<file path="src/rtl/rr_arbiter_pkg.sv">
// Shared types and helpers for the round-robin arbiter.
// The tenure limit is enabled with RR_ARBITER_TENURE_LIMIT_EN.
package rr_arbiter_pkg;

    typedef enum logic [1:0] {
        IDLE  = 2'd0,
        GRANT = 2'd1,
        GAP   = 2'd2
    } state_e;

    localparam int DEF_N          = 4;
    localparam int DEF_MAX_TENURE = 16;
    localparam int MAX_N          = 8;

    // Lowest set bit of a vector already rotated so bit 0 is the pointer slot.
    // Returns {found, offset}.
    function automatic logic [3:0] first_one(input logic [MAX_N-1:0] vec);
        logic [3:0] r;
        r = 4'd0;
        for (int k = MAX_N-1; k >= 0; k--) begin
            if (vec[k]) r = {1'b1, 3'(k)};
        end
        return r;
    endfunction

endpackage

</file>
<file path="src/rtl/rr_pick.sv">
// Rotating-priority winner search: rotate req by ptr, priority-encode, unrotate.
module rr_pick
    import rr_arbiter_pkg::*;
#(
    parameter int N   = DEF_N,
    parameter int IDW = $clog2(N)
) (
    input  logic [N-1:0]   i_req,
    input  logic [IDW-1:0] i_ptr,
    output logic [IDW-1:0] o_win,
    output logic           o_found
);

    logic [N-1:0]     w_rot_n;
    logic [MAX_N-1:0] w_rot;
    logic [3:0]       w_enc;
    logic [IDW:0]     w_sum;

    // Doubling the vector makes the right shift a rotate.
    assign w_rot_n = N'({i_req, i_req} >> i_ptr);

    always_comb begin
        w_rot          = '0;
        w_rot[N-1:0]   = w_rot_n;
    end

    assign w_enc   = first_one(w_rot);
    assign o_found = w_enc[3];
    assign w_sum   = {1'b0, i_ptr} + {1'b0, w_enc[IDW-1:0]};
    assign o_win   = (w_sum >= (IDW+1)'(N)) ? (w_sum[IDW-1:0] - IDW'(N)) : w_sum[IDW-1:0];

endmodule

</file>
<file path="src/rtl/rr_arbiter.sv">
// N-requester round-robin arbiter with registered one-hot grant and a GAP turnaround cycle.
// Optional forced release after MAX_TENURE cycles: define RR_ARBITER_TENURE_LIMIT_EN.
module rr_arbiter
    import rr_arbiter_pkg::*;
#(
    parameter int N          = DEF_N,
    parameter int IDW        = $clog2(N),
    parameter int MAX_TENURE = DEF_MAX_TENURE
) (
    input  logic           clk,
    input  logic           rst,
    input  logic [N-1:0]   req,
    output logic [N-1:0]   gnt,
    output logic           gnt_valid,
    output logic [IDW-1:0] gnt_id
);

    state_e         r_state, w_nstate;
    logic [IDW-1:0] r_ptr, r_id, w_win, w_ptr_nxt;
    logic [N-1:0]   r_gnt, w_one;
    logic           r_vld, w_found, w_release, w_force;

    rr_pick #(.N(N), .IDW(IDW)) u_pick (
        .i_req   (req),
        .i_ptr   (r_ptr),
        .o_win   (w_win),
        .o_found (w_found)
    );

`ifdef RR_ARBITER_TENURE_LIMIT_EN
    localparam int TW = $clog2(MAX_TENURE + 1);
    logic [TW-1:0] r_ten;

    assign w_force = (r_ten == TW'(MAX_TENURE - 1));

    // Zero throughout IDLE, so it is clear on the first GRANT cycle.
    always_ff @(posedge clk) begin
        if (rst)                   r_ten <= '0;
        else if (r_state == GRANT) r_ten <= r_ten + 1'b1;
        else                       r_ten <= '0;
    end
`else
    assign w_force = 1'b0;
`endif

    assign w_release = (r_state == GRANT) && (!req[r_id] || w_force);
    assign w_ptr_nxt = (r_id == IDW'(N - 1)) ? '0 : r_id + 1'b1;

    always_comb begin
        w_one        = '0;
        w_one[w_win] = 1'b1;
    end

    always_comb begin
        w_nstate = r_state;
        unique case (r_state)
            IDLE:    if (w_found)   w_nstate = GRANT;
            GRANT:   if (w_release) w_nstate = GAP;
            GAP:                    w_nstate = IDLE;
            default:                w_nstate = IDLE;
        endcase
    end

    always_ff @(posedge clk) begin
        if (rst) begin
            r_state <= IDLE;
            r_ptr   <= '0;
            r_gnt   <= '0;
            r_id    <= '0;
            r_vld   <= 1'b0;
        end else begin
            r_state <= w_nstate;
            if (r_state == IDLE && w_found) begin
                r_gnt <= w_one;
                r_id  <= w_win;
                r_vld <= 1'b1;
            end else if (w_release) begin
                // Pointer moves past the owner so it has lowest priority next round.
                r_gnt <= '0;
                r_id  <= '0;
                r_vld <= 1'b0;
                r_ptr <= w_ptr_nxt;
            end
        end
    end

    assign gnt       = r_gnt;
    assign gnt_valid = r_vld;
    assign gnt_id    = r_id;

endmodule

</file>
<file path="config.mk">
export PLATFORM = sky130hd
export DESIGN_NAME = rr_arbiter
export DESIGN_NICKNAME = d
export VERILOG_FILES = /design/src/rtl/rr_arbiter_pkg.sv /design/src/rtl/rr_pick.sv /design/src/rtl/rr_arbiter.sv
export SDC_FILE = /design/constraint.sdc
export NUM_CORES = 1
export LEC_CHECK = 0
export BUFFER_PORTS_ARGS = -buffer_cell sky130_fd_sc_hd__buf_4
export CORE_UTILIZATION = 29
export DETAILED_ROUTE_END_ITERATION = 16
export PLACE_DENSITY = 0.56
export REMOVE_ABC_BUFFERS = 1
export SYNTH_ARGS = -nofsm -noshare
export SYNTH_HDL_FRONTEND = slang
export SYNTH_HIERARCHICAL = 1
export SYNTH_SLANG_ARGS = --single-unit
</file>
<file path="constraint.sdc">
create_clock -name clk -period 1.7 [get_ports clk]
set_input_delay 0.17 -clock clk [delete_from_list [all_inputs] [get_ports clk]]
set_output_delay 0.17 -clock clk [all_outputs]
set_load 0.1 [all_outputs]
</file>
# Yosys cells after proc, flatten, opt, wreduce, memory -nomap -nowiden
# Index checks and enable logic that the tools add are counted.
totals:
  in_bits: 6
  word_cells: 42
  ff_bits: 11
  out_inout_bits: 7
op_classes:
  n_bitwise: 1
  order_cmp: 3
  n_mux: 18
  reduce_logical: 8
  addsub: 2
  shift: 1
  eq_ne: 4
op_table:
  columns: ["cell", "count"]
  rows:
  - ["2-to-1 mux 4 bit", 6]
  - ["2-to-1 mux 2 bit", 5]
  - ["right shift 8 x 2 -> 4 bit", 1]
  - ["< comparator 2 x 3 -> 1 bit (second input constant)", 2]
  - ["2-to-1 mux 1 bit", 4]
  - ["case mux 2 bit (2 select lines)", 1]
  - ["AND reduction 2 bit", 2]
  - ["logical AND 1 bit", 3]
  - ["adder 2 x 1 -> 2 bit (second input constant)", 1]
  - ["adder 2 bit", 1]
  - ["binary-select mux 1 bit (select 2 bit)", 1]
  - ["demux 1 bit (select 2 bit)", 1]
  - ["== test 2 x 1 -> 1 bit (second input constant)", 1]
  - ["== test 2 bit (second input constant)", 1]
  - ["greater-or-equal comparator 2 x 1 -> 1 bit (second input constant)", 1]
  - ["logical NOT 2 bit", 1]
  - ["inequality test 2 x 1 -> 1 bit (second input constant)", 1]
  - ["inequality test 2 bit (second input constant)", 1]
  - ["nonzero test 2 bit", 1]
  - ["logical NOT 1 bit", 1]
  - ["inverter 1 bit", 1]

# Longest topological paths before layout
logic_depth:
  ltp_word: 11
  depth_mapped: 10
  depth_no_buf: 9

# Hierarchy
# The synthesis kept the hierarchy.
modules_own_cells:
  columns: ["mod", "n_inst", "cells_per_inst", "seq_area_each_um2", "area_per_inst_um2"]
  rows:
  - ["rr_arbiter", 1, 51, 220.2, 501.7]
  - ["rr_pick", 1, 27, 0.0, 178.9]

# Least setup slack after synthesis
# Ideal clock, no wire load.
synth_timing:
  path_type: "reg-to-reg"
  from: "reg r_id[1] (netlist: gnt_id[1])"
  to: "reg r_ptr[0]"
  synth_period_minus_slack_ns: 2.117
  setup_slack_ns: -0.417
  path_stages_with_launch: 4
  setup_time_ns: 0.121
  required_ns: 1.579
  arrival_ns: 1.996
  path_buffers: 0
  path_cell_list: "dfxtp_1 > mux2_2 > o22a_4 > mux2_4"
synth_via:
  elab_chain_len: 5
  word_cells_on_any_way: 7
  classes_between: "eq/ne: 1; mux: 3; reduce/logical: 3"
synth_rtl:
  columns: ["element", "line_no", "source"]
  rows:
  - ["start, declared", "rr_arbiter.sv:19", "logic [IDW-1:0] r_ptr, r_id, w_win, w_ptr_nxt;"]
  - ["start signal, assigned", "rr_arbiter.sv:75", "r_id <= w_win;"]
  - ["binary-select mux 1 bit (select 2 bit)", "rr_arbiter.sv:46", "assign w_release = (r_state == GRANT) && (!req[r_id] || w_force);"]
  - ["2-to-1 mux 1 bit (not written as such)", "rr_arbiter.sv:46", null]
  - ["logical NOT 1 bit", "rr_arbiter.sv:46", null]
  - ["logical AND 1 bit", "rr_arbiter.sv:46", null]
  - ["AND reduction 2 bit (no source line)", null, null]
  - ["end signal, assigned", "rr_arbiter.sv:82", "r_ptr <= w_ptr_nxt;"]
  - ["end, declared", "rr_arbiter.sv:19", null]
# Parallel ways exist; a longest one is shown, timed or not. The select of a mux whose other input is x is not followed.
# A chain may end at the register's enable or synchronous reset.

# Worst setup path after layout
layout_timing:
  from: "reg r_ptr[0]"
  to: "reg r_gnt[3] (netlist: gnt[3])"
layout_via:
  elab_chain_len: 11
  word_cells_on_any_way: 14
  classes_between: "add/sub: 1; order compare: 2; shift: 1; mux: 7; reduce/logical: 3"
layout_rtl:
  columns: ["element", "line_no", "source"]
  rows:
  - ["right shift 8 x 2 -> 4 bit", "rr_pick.sv:20", "assign w_rot_n = N'({i_req, i_req} >> i_ptr);"]
  - ["2-to-1 mux 4 bit (4 in series)", "rr_arbiter_pkg.sv:21", "if (vec[k]) r = {1'b1, 3'(k)};"]
  - ["adder 2 bit (*)", "rr_pick.sv:29", "assign w_sum = {1'b0, i_ptr} + {1'b0, w_enc[IDW-1:0]};"]
  - ["named net w_win[1]", "rr_arbiter.sv:19", null]
  - ["< comparator 2 x 3 -> 1 bit (not written as such) / greater-or-equal comparator 2 x 1 -> 1 bit (equally long branches)", "rr_arbiter.sv:51", "w_one[w_win] = 1'b1;"]
  - ["logical AND 1 bit (not written as such)", "rr_arbiter.sv:51", null]
  - ["2-to-1 mux 1 bit (not written as such)", "rr_arbiter.sv:51", null]
  - ["demux 1 bit (select 2 bit) (*)", "rr_arbiter.sv:51", null]
  - ["2-to-1 mux 4 bit (*)", "rr_arbiter.sv:73", "if (r_state == IDLE && w_found) begin"]
  - ["end signal, assigned", "rr_arbiter.sv:74", "r_gnt <= w_one;"]
  - ["end, declared", "rr_arbiter.sv:20", "logic [N-1:0] r_gnt, w_one;"]
# Mark *: on every way through the listed nets, which the timed path passes. The rest lies on a longest branch.

==> impl_metrics.ini <==
[run]
drv_cap = 0

[cts]
worst_skew_pair.late_latency_ps = 270
clockRootBuffer = clkbuf_4
cts_tree = done
post-cts-setup-buffers = 0
cts_buffers = 3
clockBufferDepth = 2
cts_htree_levels = 1
cts.sinks = 11
clk_pin_slew_ps = 70

[routing]
wl_microns = 1760
via_per_inst = 5.35
drt_iter0_drc = 14
routedWlPerCell_microns = 13.6
dr.pass1.iters = 4
via_count = 690
ant_nets = 0
drc = 0

[timing]
hold_viol = 0
fin_crit_ps = 1700
tightest_slew_ps = 614
slew_violations = 0
relSlewSlack_pct = 59.1
fin_worst_skew_ps = 1.81
rsz0062_at_grt = yes
finalSetupViolations = 0
period_share_pct = 99.9
hold_ws_ps = 128
fmaxAchievable_ghz = 0.589

[synth]
synth_seq_cells = 11
synth-xor-area-share_pct = 2.57
synth_area_sq_um = 681
ys_async_sr_fraction_pct = 0
synthDistinctLibCells = 34
ys_seq_area_share_pct = 32.4
synth_compound_area_share_pct = 20.4
ys.flop_type = dfxtp_1
yosys_warnings = 6
synth_fa_ha_area_share_pct = 3.68
avgSynthCellArea_sq_um = 8.73
synthMuxAreaShare_pct = 9.93
synth_top_family_by_area = simple AND/OR/NAND/NOR gates
synth-edff-count = 0
synthSimpleGateAreaFrac_pct = 27.2
synth_cells = 78

[global_route]
grt_pass1_wl_microns = 2920
antenna_found_initial = 0
grt_overflow = 0
grt_pass1_vias = 662
grt.total_usage_pct = 15.2
grt_start_max_net_pins = 10

[status]
status = finished, final reports clean

[floorplan]
die_x_microns = 50.4
core-area_sq_mm = 0.00221
io_pins = 13
dieArea_sq_mm = 0.00254
initial_core_util_pct = 30.8
fp-row-count = 17
die_h_microns = 50.4

[worst_hold_path]
hold_class = in2reg
hp-start = rst

[finish]
layout_commonest_cell = buf_4
insertedDiodeCount = 0
nets = 110
area_growth_syn_to_layout_pct = 45.4
drive_above_1_share_pct = 47.5
final_cell_mix = 21 x buf_4, 10 x dfxtp_1, 6 x nand2_1, 4 x nand3_1
design_area_sq_um = 990

[placed_design]
place_congestion = 0.763
io_buffers = 12
hpwl_microns = 1250
placed_area_sq_um = 866

[worst_setup_path]
cp_data_required_time_ps = 1890
rr_startpoint = r_ptr[0]
worst-r2r-cell-count = 9
endpoint_kind = flop
start_kind = flop
crit_type = reg2reg
r2r_end = gnt[3]
ff2ff_setup_slack_ps = 1
crit_fanout = 7
endpoint = gnt[3]
cp.arrival_ps = 1890
critical_path.startpoint = r_ptr[0]

[power_and_ir_drop]
finalPower_uw = 1420
p_leak_uw = 0.000391
power_density_mw_per_mm2 = 1430
ir_drop_uv = 696
==> power by group <==
part           switching, uW  internal, uW
combinational            543           292
sequential              77.2           324
clock                   92.1          91.0
total                    712           707
==> routing by layer <==
layer	part of all wire, %	up-vias	wire (microns)	GRT usage (%)
met5	0	-	0	0
met4	1.5	0	26	6.94
met3	4.3	3	75	3.64
met2	49	20	859	26.2
met1	45	323	796	17.5
li1	-	344	-	-
==> cell usage after synthesis (2+ instances only) <==
cell type	instances	area [sq um]
mux2_2	2	22.5
a21oi_1	3	15.0
nand3_1	4	20.0
inv_1	2	7.51
ha_1	2	25.0
nor3b_1	3	22.5
nand2_1	7	26.3
nand2b_1	3	18.8
o211ai_1	2	15.0
clkbuf_1	2	7.51
o32ai_1	2	17.5
dfxtp_1	11	220
nor2_1	4	15.0
nand3b_1	3	22.5
o22ai_1	5	31.3
mux2i_1	3	30.0
nor3_1	3	15.0
==> logic make-up (layout without fill, tap and decap cells) <==
group / Yosys count / in the layout
flops: 11 / 11
simple gates: 33 / 33
fa+ha+maj: 2 / 2
compound gates: 18 / 18
mux: 6 / 6
buf+inv: 6 / 29
xor+xnor: 2 / 2
==> worst max-delay path, stage by stage (launching register included) <==
cell and delay, ps:
dfxtp_4 380, nor4_4 210, a21oi_1 60, o211ai_1 110
ha_2 230, xor2_2 180, xnor2_2 150, inv_2 90
buf_6 120, o32ai_2 70
==> per-stage QoR <==
| stage | worst slack (ps) | util, % | std cells | setup TNS (ps) |
|---|---|---|---|---|
| floorplan | -417 | - | 75 | -2740 |
| global placement | -27.1 | 39.1 | 125 | -43.8 |
| detailed placement | -94.6 | 39.1 | 125 | -189 |
| CTS | -70.4 | 41.7 | 129 | -111 |
| global route | -123 | 44.7 | 129 | -445 |
| finish | 0.988 | 44.7 | 129 | 0 |
==> state kept, by name, summed over array words and instances (netlist names) <==
register,count
r_state,2
r_ptr,2
gnt,4
gnt_id,2
gnt_valid,1
==> repair_timing <==
action                                  CTS  global route
hold buffers                              0             0
hold endpoints to repair                  0             0
endpoints found under the setup margin    5             5
pin swaps                                 5            11
gates resized for setup                   7            14
==> area by class of cell <==
type | count | area [sq um]
clock buffer | 4 | 26.3
fill | 224 | 1220
inverter | 3 | 11.3
multi-input combinational | 61 | 524
sequential | 11 | 224
tap | 28 | 35.0
timing repair buffer | 22 | 169
==> worst min path at each step <==
stage                  to  depth (start not counted)
6_report       r_state[1]                          2
5_1_grt        r_state[1]                          2
4_1_cts        r_state[1]                          2
3_5_place_dp   r_state[1]                          2
3_3_place_gp   r_state[1]                          2
2_1_floorplan   gnt_id[0]                          1
(Power assumes the default switching activity.)
